--- config.mk ---
export PLATFORM = sky130hd
export DESIGN_NAME = cdf_ctrl
export DESIGN_NICKNAME = d
export VERILOG_FILES = /design/src/rtl/cdf_ctrl_pkg.sv /design/src/rtl/cdf_ctrl_phase_watchdog.sv /design/src/rtl/cdf_ctrl.sv
export SDC_FILE = /design/constraint.sdc
export NUM_CORES = 1
export LEC_CHECK = 0
export BUFFER_PORTS_ARGS = -buffer_cell sky130_fd_sc_hd__buf_2
export CAP_MARGIN = 30
export CORE_ASPECT_RATIO = 0.7
export CORE_UTILIZATION = 50
export DETAILED_ROUTE_END_ITERATION = 16
export GPL_TIMING_DRIVEN = 0
export PLACE_DENSITY = 0.79
export REMOVE_ABC_BUFFERS = 1
export SLEW_MARGIN = 20
export SYNTH_ARGS = -nofsm -noshare
export SYNTH_HDL_FRONTEND = slang
export SYNTH_SLANG_ARGS = --single-unit
--- constraint.sdc ---
create_clock -name clock -period 3.6 [get_ports clock]
set_input_delay 0.54 -clock clock [delete_from_list [all_inputs] [get_ports clock]]
set_output_delay 0.54 -clock clock [all_outputs]
set_load 0.005 [all_outputs]
--- src/rtl/cdf_ctrl_pkg.sv ---
// Shared types and defaults for the histogram-equalization frame sequencer.
// The ERROR state exists only when CDF_CTRL_TIMEOUT_EN is defined.
package cdf_ctrl_pkg;

    localparam int CDF_W_DEF        = 20;
    localparam int FRAME_CNT_W_DEF  = 16;
    localparam int DRAIN_CYCLES_DEF = 3;

`ifdef CDF_CTRL_TIMEOUT_EN
    typedef enum logic [2:0] {
        ST_IDLE, ST_HIST, ST_CDF, ST_DRAIN, ST_MAP, ST_DONE, ST_ERROR
    } state_e;
`else
    typedef enum logic [2:0] {
        ST_IDLE, ST_HIST, ST_CDF, ST_DRAIN, ST_MAP, ST_DONE
    } state_e;
`endif

    // Phases that wait on a downstream engine and are covered by the watchdog.
    function automatic logic is_phase(state_e s);
        return (s == ST_HIST) || (s == ST_CDF) || (s == ST_DRAIN) || (s == ST_MAP);
    endfunction

endpackage

--- src/rtl/cdf_ctrl_phase_watchdog.sv ---
// Per-phase watchdog: counts cycles spent in a phase and flags expiry.
// Instantiated by cdf_ctrl only when CDF_CTRL_TIMEOUT_EN is defined.
module cdf_phase_watchdog #(
    parameter int TIMEOUT_CYCLES = 65535
) (
    input  logic clock,
    input  logic reset_n,
    input  logic clear_i,
    input  logic enable_i,
    output logic expire_o
);

    localparam int CNT_W = $clog2(TIMEOUT_CYCLES + 1);

    logic [CNT_W-1:0] cnt_q, cnt_d;

    assign expire_o = enable_i && (cnt_q == CNT_W'(TIMEOUT_CYCLES - 1));

    always_comb begin
        cnt_d = cnt_q;
        if (clear_i) begin
            cnt_d = '0;
        end else if (enable_i && !expire_o) begin
            cnt_d = cnt_q + CNT_W'(1);
        end
    end

    always_ff @(posedge clock or negedge reset_n) begin
        if (!reset_n) begin
            cnt_q <= '0;
        end else begin
            cnt_q <= cnt_d;
        end
    end

endmodule

--- src/rtl/cdf_ctrl.sv ---
// Frame sequencer: histogram build -> CDF pipeline -> drain -> pixel remap.
// Optional per-phase watchdog and ERROR state via `define CDF_CTRL_TIMEOUT_EN.
module cdf_ctrl
    import cdf_ctrl_pkg::*;
#(
    parameter int CDF_W          = CDF_W_DEF,
    parameter int DRAIN_CYCLES   = DRAIN_CYCLES_DEF,
    parameter int FRAME_CNT_W    = FRAME_CNT_W_DEF,
    parameter int TIMEOUT_CYCLES = 65535
) (
    input  logic                   clock,
    input  logic                   reset_n,
    input  logic                   frame_start,
    output logic                   busy,
    output logic                   frame_done,
    output logic                   hist_start,
    input  logic                   hist_done,
    output logic                   cdf_start,
    input  logic                   cdf_done,
    input  logic                   cdf_valid,
    input  logic [CDF_W-1:0]       cdf_min,
    input  logic                   cdf_we,
    output logic                   cdf_base_offset,
    output logic                   map_start,
    output logic [CDF_W-1:0]       map_cdf_min,
    input  logic                   map_done,
    output logic [FRAME_CNT_W-1:0] frame_count,
    output logic                   error
);

    localparam int DRAIN_W = $clog2(DRAIN_CYCLES + 1);

    state_e                 state_q, state_d;
    logic [DRAIN_W-1:0]     drain_q, drain_d;
    logic                   min_seen_q, min_seen_d;
    logic [CDF_W-1:0]       min_q, min_d;
    logic                   hist_start_q, hist_start_d;
    logic                   cdf_start_q, cdf_start_d;
    logic                   map_start_q, map_start_d;
    logic                   frame_done_q, frame_done_d;
    logic                   busy_q, busy_d;
    logic                   offset_q, offset_d;
    logic [FRAME_CNT_W-1:0] count_q, count_d;
    logic                   entering;

    assign entering = (state_d != state_q);

`ifdef CDF_CTRL_TIMEOUT_EN
    logic wd_expire;
    logic error_q, error_d;

    cdf_phase_watchdog #(
        .TIMEOUT_CYCLES(TIMEOUT_CYCLES)
    ) u_watchdog (
        .clock    (clock),
        .reset_n  (reset_n),
        .clear_i  (entering),
        .enable_i (is_phase(state_q)),
        .expire_o (wd_expire)
    );

    assign error_d = (state_d == ST_ERROR);
    assign error   = error_q;
`else
    assign error = 1'b0;
`endif

    always_ff @(posedge clock or negedge reset_n) begin
        if (!reset_n) begin
            state_q      <= ST_IDLE;
            drain_q      <= '0;
            min_seen_q   <= 1'b0;
            min_q        <= '0;
            hist_start_q <= 1'b0;
            cdf_start_q  <= 1'b0;
            map_start_q  <= 1'b0;
            frame_done_q <= 1'b0;
            busy_q       <= 1'b0;
            offset_q     <= 1'b0;
            count_q      <= '0;
`ifdef CDF_CTRL_TIMEOUT_EN
            error_q      <= 1'b0;
`endif
        end else begin
            state_q      <= state_d;
            drain_q      <= drain_d;
            min_seen_q   <= min_seen_d;
            min_q        <= min_d;
            hist_start_q <= hist_start_d;
            cdf_start_q  <= cdf_start_d;
            map_start_q  <= map_start_d;
            frame_done_q <= frame_done_d;
            busy_q       <= busy_d;
            offset_q     <= offset_d;
            count_q      <= count_d;
`ifdef CDF_CTRL_TIMEOUT_EN
            error_q      <= error_d;
`endif
        end
    end

    // A start pulse is still high on a phase's first cycle, which masks a done arriving with it.
    always_comb begin
        state_d = state_q;
        unique case (state_q)
            ST_IDLE:  if (frame_start) state_d = ST_HIST;
            ST_HIST:  if (hist_done && !hist_start_q) state_d = ST_CDF;
            ST_CDF:   if (cdf_done && !cdf_start_q) state_d = ST_DRAIN;
            ST_DRAIN: if (!cdf_we && (drain_q == DRAIN_W'(DRAIN_CYCLES - 1))) state_d = ST_MAP;
            ST_MAP:   if (map_done && !map_start_q) state_d = ST_DONE;
            ST_DONE:  state_d = ST_IDLE;
`ifdef CDF_CTRL_TIMEOUT_EN
            ST_ERROR: if (frame_start) state_d = ST_IDLE;
`endif
            default:  state_d = ST_IDLE;
        endcase
`ifdef CDF_CTRL_TIMEOUT_EN
        if (wd_expire) state_d = ST_ERROR;
`endif
    end

    always_comb begin
        hist_start_d = entering && (state_d == ST_HIST);
        cdf_start_d  = entering && (state_d == ST_CDF);
        map_start_d  = entering && (state_d == ST_MAP);
        frame_done_d = (state_d == ST_DONE);
        busy_d       = (state_d != ST_IDLE);
`ifdef CDF_CTRL_TIMEOUT_EN
        busy_d       = busy_d && (state_d != ST_ERROR);
`endif
        drain_d      = (state_q == ST_DRAIN && !cdf_we) ? drain_q + DRAIN_W'(1) : '0;
        min_seen_d   = min_seen_q;
        min_d        = min_q;
        offset_d     = offset_q;
        count_d      = count_q;
        if (cdf_valid && (state_q == ST_CDF || state_q == ST_DRAIN)) begin
            min_seen_d = 1'b1;
            min_d      = cdf_min;
        end
        // No minimum reported this frame: the remap engine must see zero, not last frame's value.
        if (map_start_d && !min_seen_d) begin
            min_d = '0;
        end
        if (entering && state_d == ST_DONE) begin
            count_d    = count_q + FRAME_CNT_W'(1);
            offset_d   = ~offset_q;
            min_seen_d = 1'b0;
        end
    end

    assign busy            = busy_q;
    assign frame_done      = frame_done_q;
    assign hist_start      = hist_start_q;
    assign cdf_start       = cdf_start_q;
    assign map_start       = map_start_q;
    assign map_cdf_min     = min_q;
    assign cdf_base_offset = offset_q;
    assign frame_count     = count_q;

endmodule

==> After elaboration in Yosys (flattened, before gate mapping) <==
Index checks and enable logic that the tools add are counted.
{ "totals": {"output_inout_bits": 43, "reg_bits": 48} }
{ "op_classes": {"add_sub_neg": 2, "n_reduce_logical": 20, "bitwise": 1, "eq_ne": 10, "n_mux": 11} }
{ "ops": {"columns": ["operator", "n"], "rows": [
  ["$mux W20", 2],
  ["$add A16 B1 Y16 const B", 1],
  ["$mux W3", 5],
  ["$pmux W3 S5", 1],
  ["$logic_and A1 B1 Y1", 11],
  ["$eq A3 B2 Y1 const B", 3],
  ["$eq A3 B3 Y1 const B", 3],
  ["$eq A3 B1 Y1 const B", 2],
  ["$logic_not A1 Y1", 5],
  ["$logic_not A3 Y1", 1],
  ["$ne A3 B3 Y1", 1],
  ["$reduce_bool A3 Y1", 1],
  ["$add A2 B1 Y2 const B", 1],
  ["$eq A2 B2 Y1 const B", 1],
  ["$mux W1", 2],
  ["$mux W2", 1],
  ["$reduce_bool A2 Y1", 1],
  ["$logic_or A1 B1 Y1", 1],
  ["$not A1 Y1", 1]
]} }

==> Logic depth before layout (Yosys ltp) <==
{ "depth": {"ltp_word": 8, "depth_mapped": 7, "ltp_nobuf": 6} }

==> Worst setup path before layout <==
No wires, ideal clock.
{ "synth_timing": {"path_kind": "register to register", "startpoint": "reg state_q[0]", "endpoint": "reg count_q[3] (netlist: frame_count[3])", "required_ns": 3.475, "setup_slack_ns": 2.122, "path_stages_with_launch": 7, "arrival_time_ns": 1.353, "path_cell_list": "dfrtp_1 nor3b_4 nand3b_4 inv_2 buf_6 nand4_4 xnor2_2"} }
{ "synth_via": {"elab_chain_cells": 4, "word_cells_on_any_way": 14, "cone_classes": "6 x eq/ne; 6 x mux; 2 x reduce/logical"} }
{ "synth_rtl": {"columns": ["item", "line_no", "source"], "rows": [
  ["from (decl)", "cdf_ctrl.sv:33", "state_e state_q, state_d;"],
  ["from (signal assigned)", "cdf_ctrl.sv:85", "state_q <= state_d;"],
  ["$eq A3 B3 Y1, or another cell as far along", "cdf_ctrl.sv:105", "unique case (state_q)"],
  ["$pmux W3 S5 *", "cdf_ctrl.sv:105", null],
  ["$eq A3 B3 Y1 *", null, null],
  ["net frame_done_d", "cdf_ctrl.sv:40", "logic frame_done_q, frame_done_d;"],
  ["$logic_and A1 B1 Y1 *", "cdf_ctrl.sv:144", "if (entering && state_d == ST_DONE) begin"],
  ["to (signal assigned)", "cdf_ctrl.sv:95", "count_q <= count_d;"],
  ["to (decl)", "cdf_ctrl.sv:43", "logic [FRAME_CNT_W-1:0] count_q, count_d;"]
]} }
The timed path passes the listed nets; every way through them passes the cells marked *.
A chain may end at the register's enable or synchronous reset.

==> Worst setup path in the final report <==
{ "layout_timing": {"startpoint": "reg drain_q[0]", "endpoint": "reg min_q[13] (netlist: map_cdf_min[13])"} }
{ "layout_via": {"elab_chain_cells": 8, "word_cells_on_any_way": 10, "cone_classes": "3 x eq/ne; 3 x mux; 4 x reduce/logical"} }
{ "layout_rtl": {"columns": ["item", "line_no", "source"], "rows": [
  ["from (decl)", "cdf_ctrl.sv:34", "logic [DRAIN_W-1:0] drain_q, drain_d;"],
  ["from (signal assigned)", "cdf_ctrl.sv:86", "drain_q <= drain_d;"],
  ["$eq A2 B2 Y1 *", "cdf_ctrl.sv:109", "ST_DRAIN: if (!cdf_we && (drain_q == DRAIN_W'(DRAIN_CYCLES - 1))) state_d = ST_MAP;"],
  ["$logic_and A1 B1 Y1 *", "cdf_ctrl.sv:109", null],
  ["$mux W3 *", "cdf_ctrl.sv:109", null],
  ["$pmux W3 S5 *", "cdf_ctrl.sv:105", null],
  ["$ne A3 B3 Y1 / $eq A3 B3 Y1 (equally long branches)", "cdf_ctrl.sv:46, cdf_ctrl.sv:125", null],
  ["$logic_and A1 B1 Y1 *", "cdf_ctrl.sv:125", "map_start_d = entering && (state_d == ST_MAP);"],
  ["$logic_and A1 B1 Y1 *", "cdf_ctrl.sv:141", "if (map_start_d && !min_seen_d) begin"],
  ["$mux W20 / $reduce_bool A2 Y1 (equally long branches)", null, null],
  ["to (signal assigned)", "cdf_ctrl.sv:88", "min_q <= min_d;"],
  ["to (decl)", "cdf_ctrl.sv:36", "logic [CDF_W-1:0] min_q, min_d;"]
]} }
Every way passes the cells marked *; elsewhere a longest branch is shown, timed or not.

==> flow_summary.ini <==
[logic_synthesis]
synthFlopType = dfrtp_1
synth_top_area_share_pct = 56.5
synthArstFlopShare_pct = 100
synth_area_per_cell_sq_um = 10.8
netlist_area_sq_mm = 0.00213
netlist_top_cells_area = dfrtp_1, nand2_1, o21ai_1
synthDistinctLibCells = 40
synth-warning-count = 0
synth_top_area_cell = dfrtp_1
ys_ff_latch = 48
seq_area_frac_synth_pct = 56.5
synthCells = 197
synth-edff-count = 0

[clock_network]
clkSinkCount = 48
post_cts_resized = 0
post-cts-setup-buffers = 0
cts_tree = yes
cts_buffer_depth = 2
clk_latency_ns = 0.29
cts-hold-fix-buffers = 0
path_clk_slew_ns = 0.09
h-tree-depth = 2
cts_made_buffers = 5
root_buffer = clkbuf_8

[placement]
dpl_worst_slack_ns = 1.61
placed_cells_incl_taps = 311
gp_congestion = 0.773
io_buffers = 69
dp.final_hpwl_um = 3050

[sta]
fmax_mhz = 538
skew_ns = 0.00688
slew_violations = 0
finalHoldViolations = 0
worst_pin_slew_ns = 0.828
setup_viol_count_final = 0
fin_crit_ns = 1.86
maxSlewHeadroom_pct = 44.8
setup_ws_ns = 1.74
post-route-period-util_pct = 51.6
rsz0062_at_grt = false
setup_tns_ns = 0

[worst_setup_path]
max_stage_delay_ns = 0.64
worst_setup_path_start_kind = flop
critPathSlowestCell = nor2_2
cp_max_fo = 20
cp.required_ns = 3.74
endpoint_kind = flop
arrival_ns = 2.00
path_class = flop to flop
path_cells = inv_1 > ha_1 > and3b_1 > nand2_1 > nor2_2 > o21ai_1

[global_route]
grt_pass1_wl_um = 7060
grt_max_degree = 30
antenna_found_initial = 0
first_global_vias = 1552
grtUsageTotal_pct = 20.4
gr-total-overflow = 0

[run]
max-cap-violations = 0

[floorplanning]
dieArea_sq_mm = 0.00452
rows = 19
fp.dieW_um = 79.9
start_util_pct = 53.2
ios = 71
core_sq_mm = 0.00399
die_y_um = 56.6

[drt]
drtIter0Drc = 80
vias_per_cell = 4.94
dr.pass1.iters = 4
vias = 1575
final_antenna_net_count = 0
routed_wl_um = 4220
post_drt_wl_per_cell_um = 13.2
drc = 0

[min_path]
hold_path_class = primary input to async pin

[cells_and_area]
fill_cells = 320
seq_area_sq_mm = 0.00120
layout_common_cells = buf_2, nand2_1, dfrtp_1, o21ai_1
layout-drive-gt1-share_pct = 35.6
syn_to_final_growth_pct = 22.6
fin_nets = 296
antennaDiodeCount = 0
final_common_cell = buf_2
multiInputGateArea_sq_um = 863
fin_cells = 319

[power]
ir_worst_vdd_v = 0.000295
p_per_area_mw_per_mm2 = 539
p_leak_uw = 0.00142

[status]
status = finished clean
==> metal layers <==
| metal | track usage (%) | routed length, um |
|---|---|---|
| met5 | 0 | 0 |
| met4 | 4.34 | 26 |
| met3 | 4.55 | 154 |
| met2 | 32.4 | 1940 |
| met1 | 28.8 | 2100 |
==> kinds of logic after synthesis <==
kind of cell	share of synthesized area, %
and+or+nand+nor	25.8
buffers and inverters	3.00
AOI/OAI and AO/OA	6.00
xor gates and xnor gates	7.30
adders and majority gates	1.18
DFF	56.5
other	0.176
==> power by group <==
group          total, uW  leakage, uW  internal, uW  switching (uW)
Clock                321    0.0000510           153             168
Combinational        347     0.000764           161             185
Sequential           737     0.000610           651            85.7
==> critical path, delay by kind of cell (launching register included) <==
| family | cells | cell delay (ns) |
|---|---|---|
| adder cells (fa/ha/maj) | 1 | 0.13 |
| AO/OA/AOI/OAI | 1 | 0.19 |
| buffers and inverters | 1 | 0.06 |
| flip-flops | 1 | 0.39 |
| AND/OR/NAND/NOR | 3 | 0.94 |
==> state kept, by name, summed over array words and instances, names as in the netlist <==
name             cells
cdf_base_offset      1
drain_q              2
min_seen_q           1
state_q              3
cdf_start            1
frame_done           1
frame_count         16
hist_start           1
busy                 1
map_cdf_min         20
map_start            1
==> metrics by stage <==
step	power, uW	instance area (sq um)	utilization, %	hold slack [ns]
global route	1500	2610	65.3	0.197
detailed placement	1100	2510	62.9	0.426
finish	1400	2610	65.3	0.183
floorplan	923	2080	-	0.244
CTS	1420	2610	65.3	0.191
global placement	1080	2490	62.4	0.417
==> synth_stat cells, types with 2 or more instances <==
| library cell | number |
|---|---|
| nand2_1 | 51 |
| dfrtp_1 | 48 |
| nand4_4 | 2 |
| buf_2 | 3 |
| o211ai_1 | 2 |
| ha_1 | 2 |
| o21ai_1 | 20 |
| and4_1 | 2 |
| nor2_1 | 7 |
| clkbuf_1 | 3 |
| inv_1 | 4 |
| xnor2_1 | 7 |
| nor3_1 | 3 |
| xnor2_2 | 2 |
| nor4_2 | 2 |
| nand3_2 | 3 |
| xor2_1 | 7 |
| nand4_1 | 3 |
| nand3b_1 | 2 |
| nor4_1 | 2 |
| and3_1 | 3 |
==> final cells by class <==
type                       count  area share [%]
timing repair buffer          70            14.0
tap                           52            2.50
sequential                    48            46.1
clock inverter                 2           0.384
inverter                       5           0.720
multi-input combinational    136            33.1
clock buffer                   6            3.17
==> path summary, 6_finish.rpt <==
| check | from | end | slack (ns) | cells past startpoint |
|---|---|---|---|---|
| worst max-delay path | drain_q[0]$_DFF_PN0_ | map_cdf_min[13]$_DFFE_PN0P_ | 1.74 | 6 |
| worst min-delay path | reset_n | map_cdf_min[17]$_DFFE_PN0P_ | 0.18 | 1 |
| worst max register to register | drain_q[0]$_DFF_PN0_ | map_cdf_min[13]$_DFFE_PN0P_ | 1.74 | 6 |
| worst min register to register | drain_q[0]$_DFF_PN0_ | drain_q[0]$_DFF_PN0_ | 0.44 | 1 |
| max in group asynchronous | reset_n | map_cdf_min[16]$_DFFE_PN0P_ | 2.91 | 2 |
| min in group clock | drain_q[0]$_DFF_PN0_ | drain_q[0]$_DFF_PN0_ | 0.44 | 1 |
(Power assumes the default switching activity.)
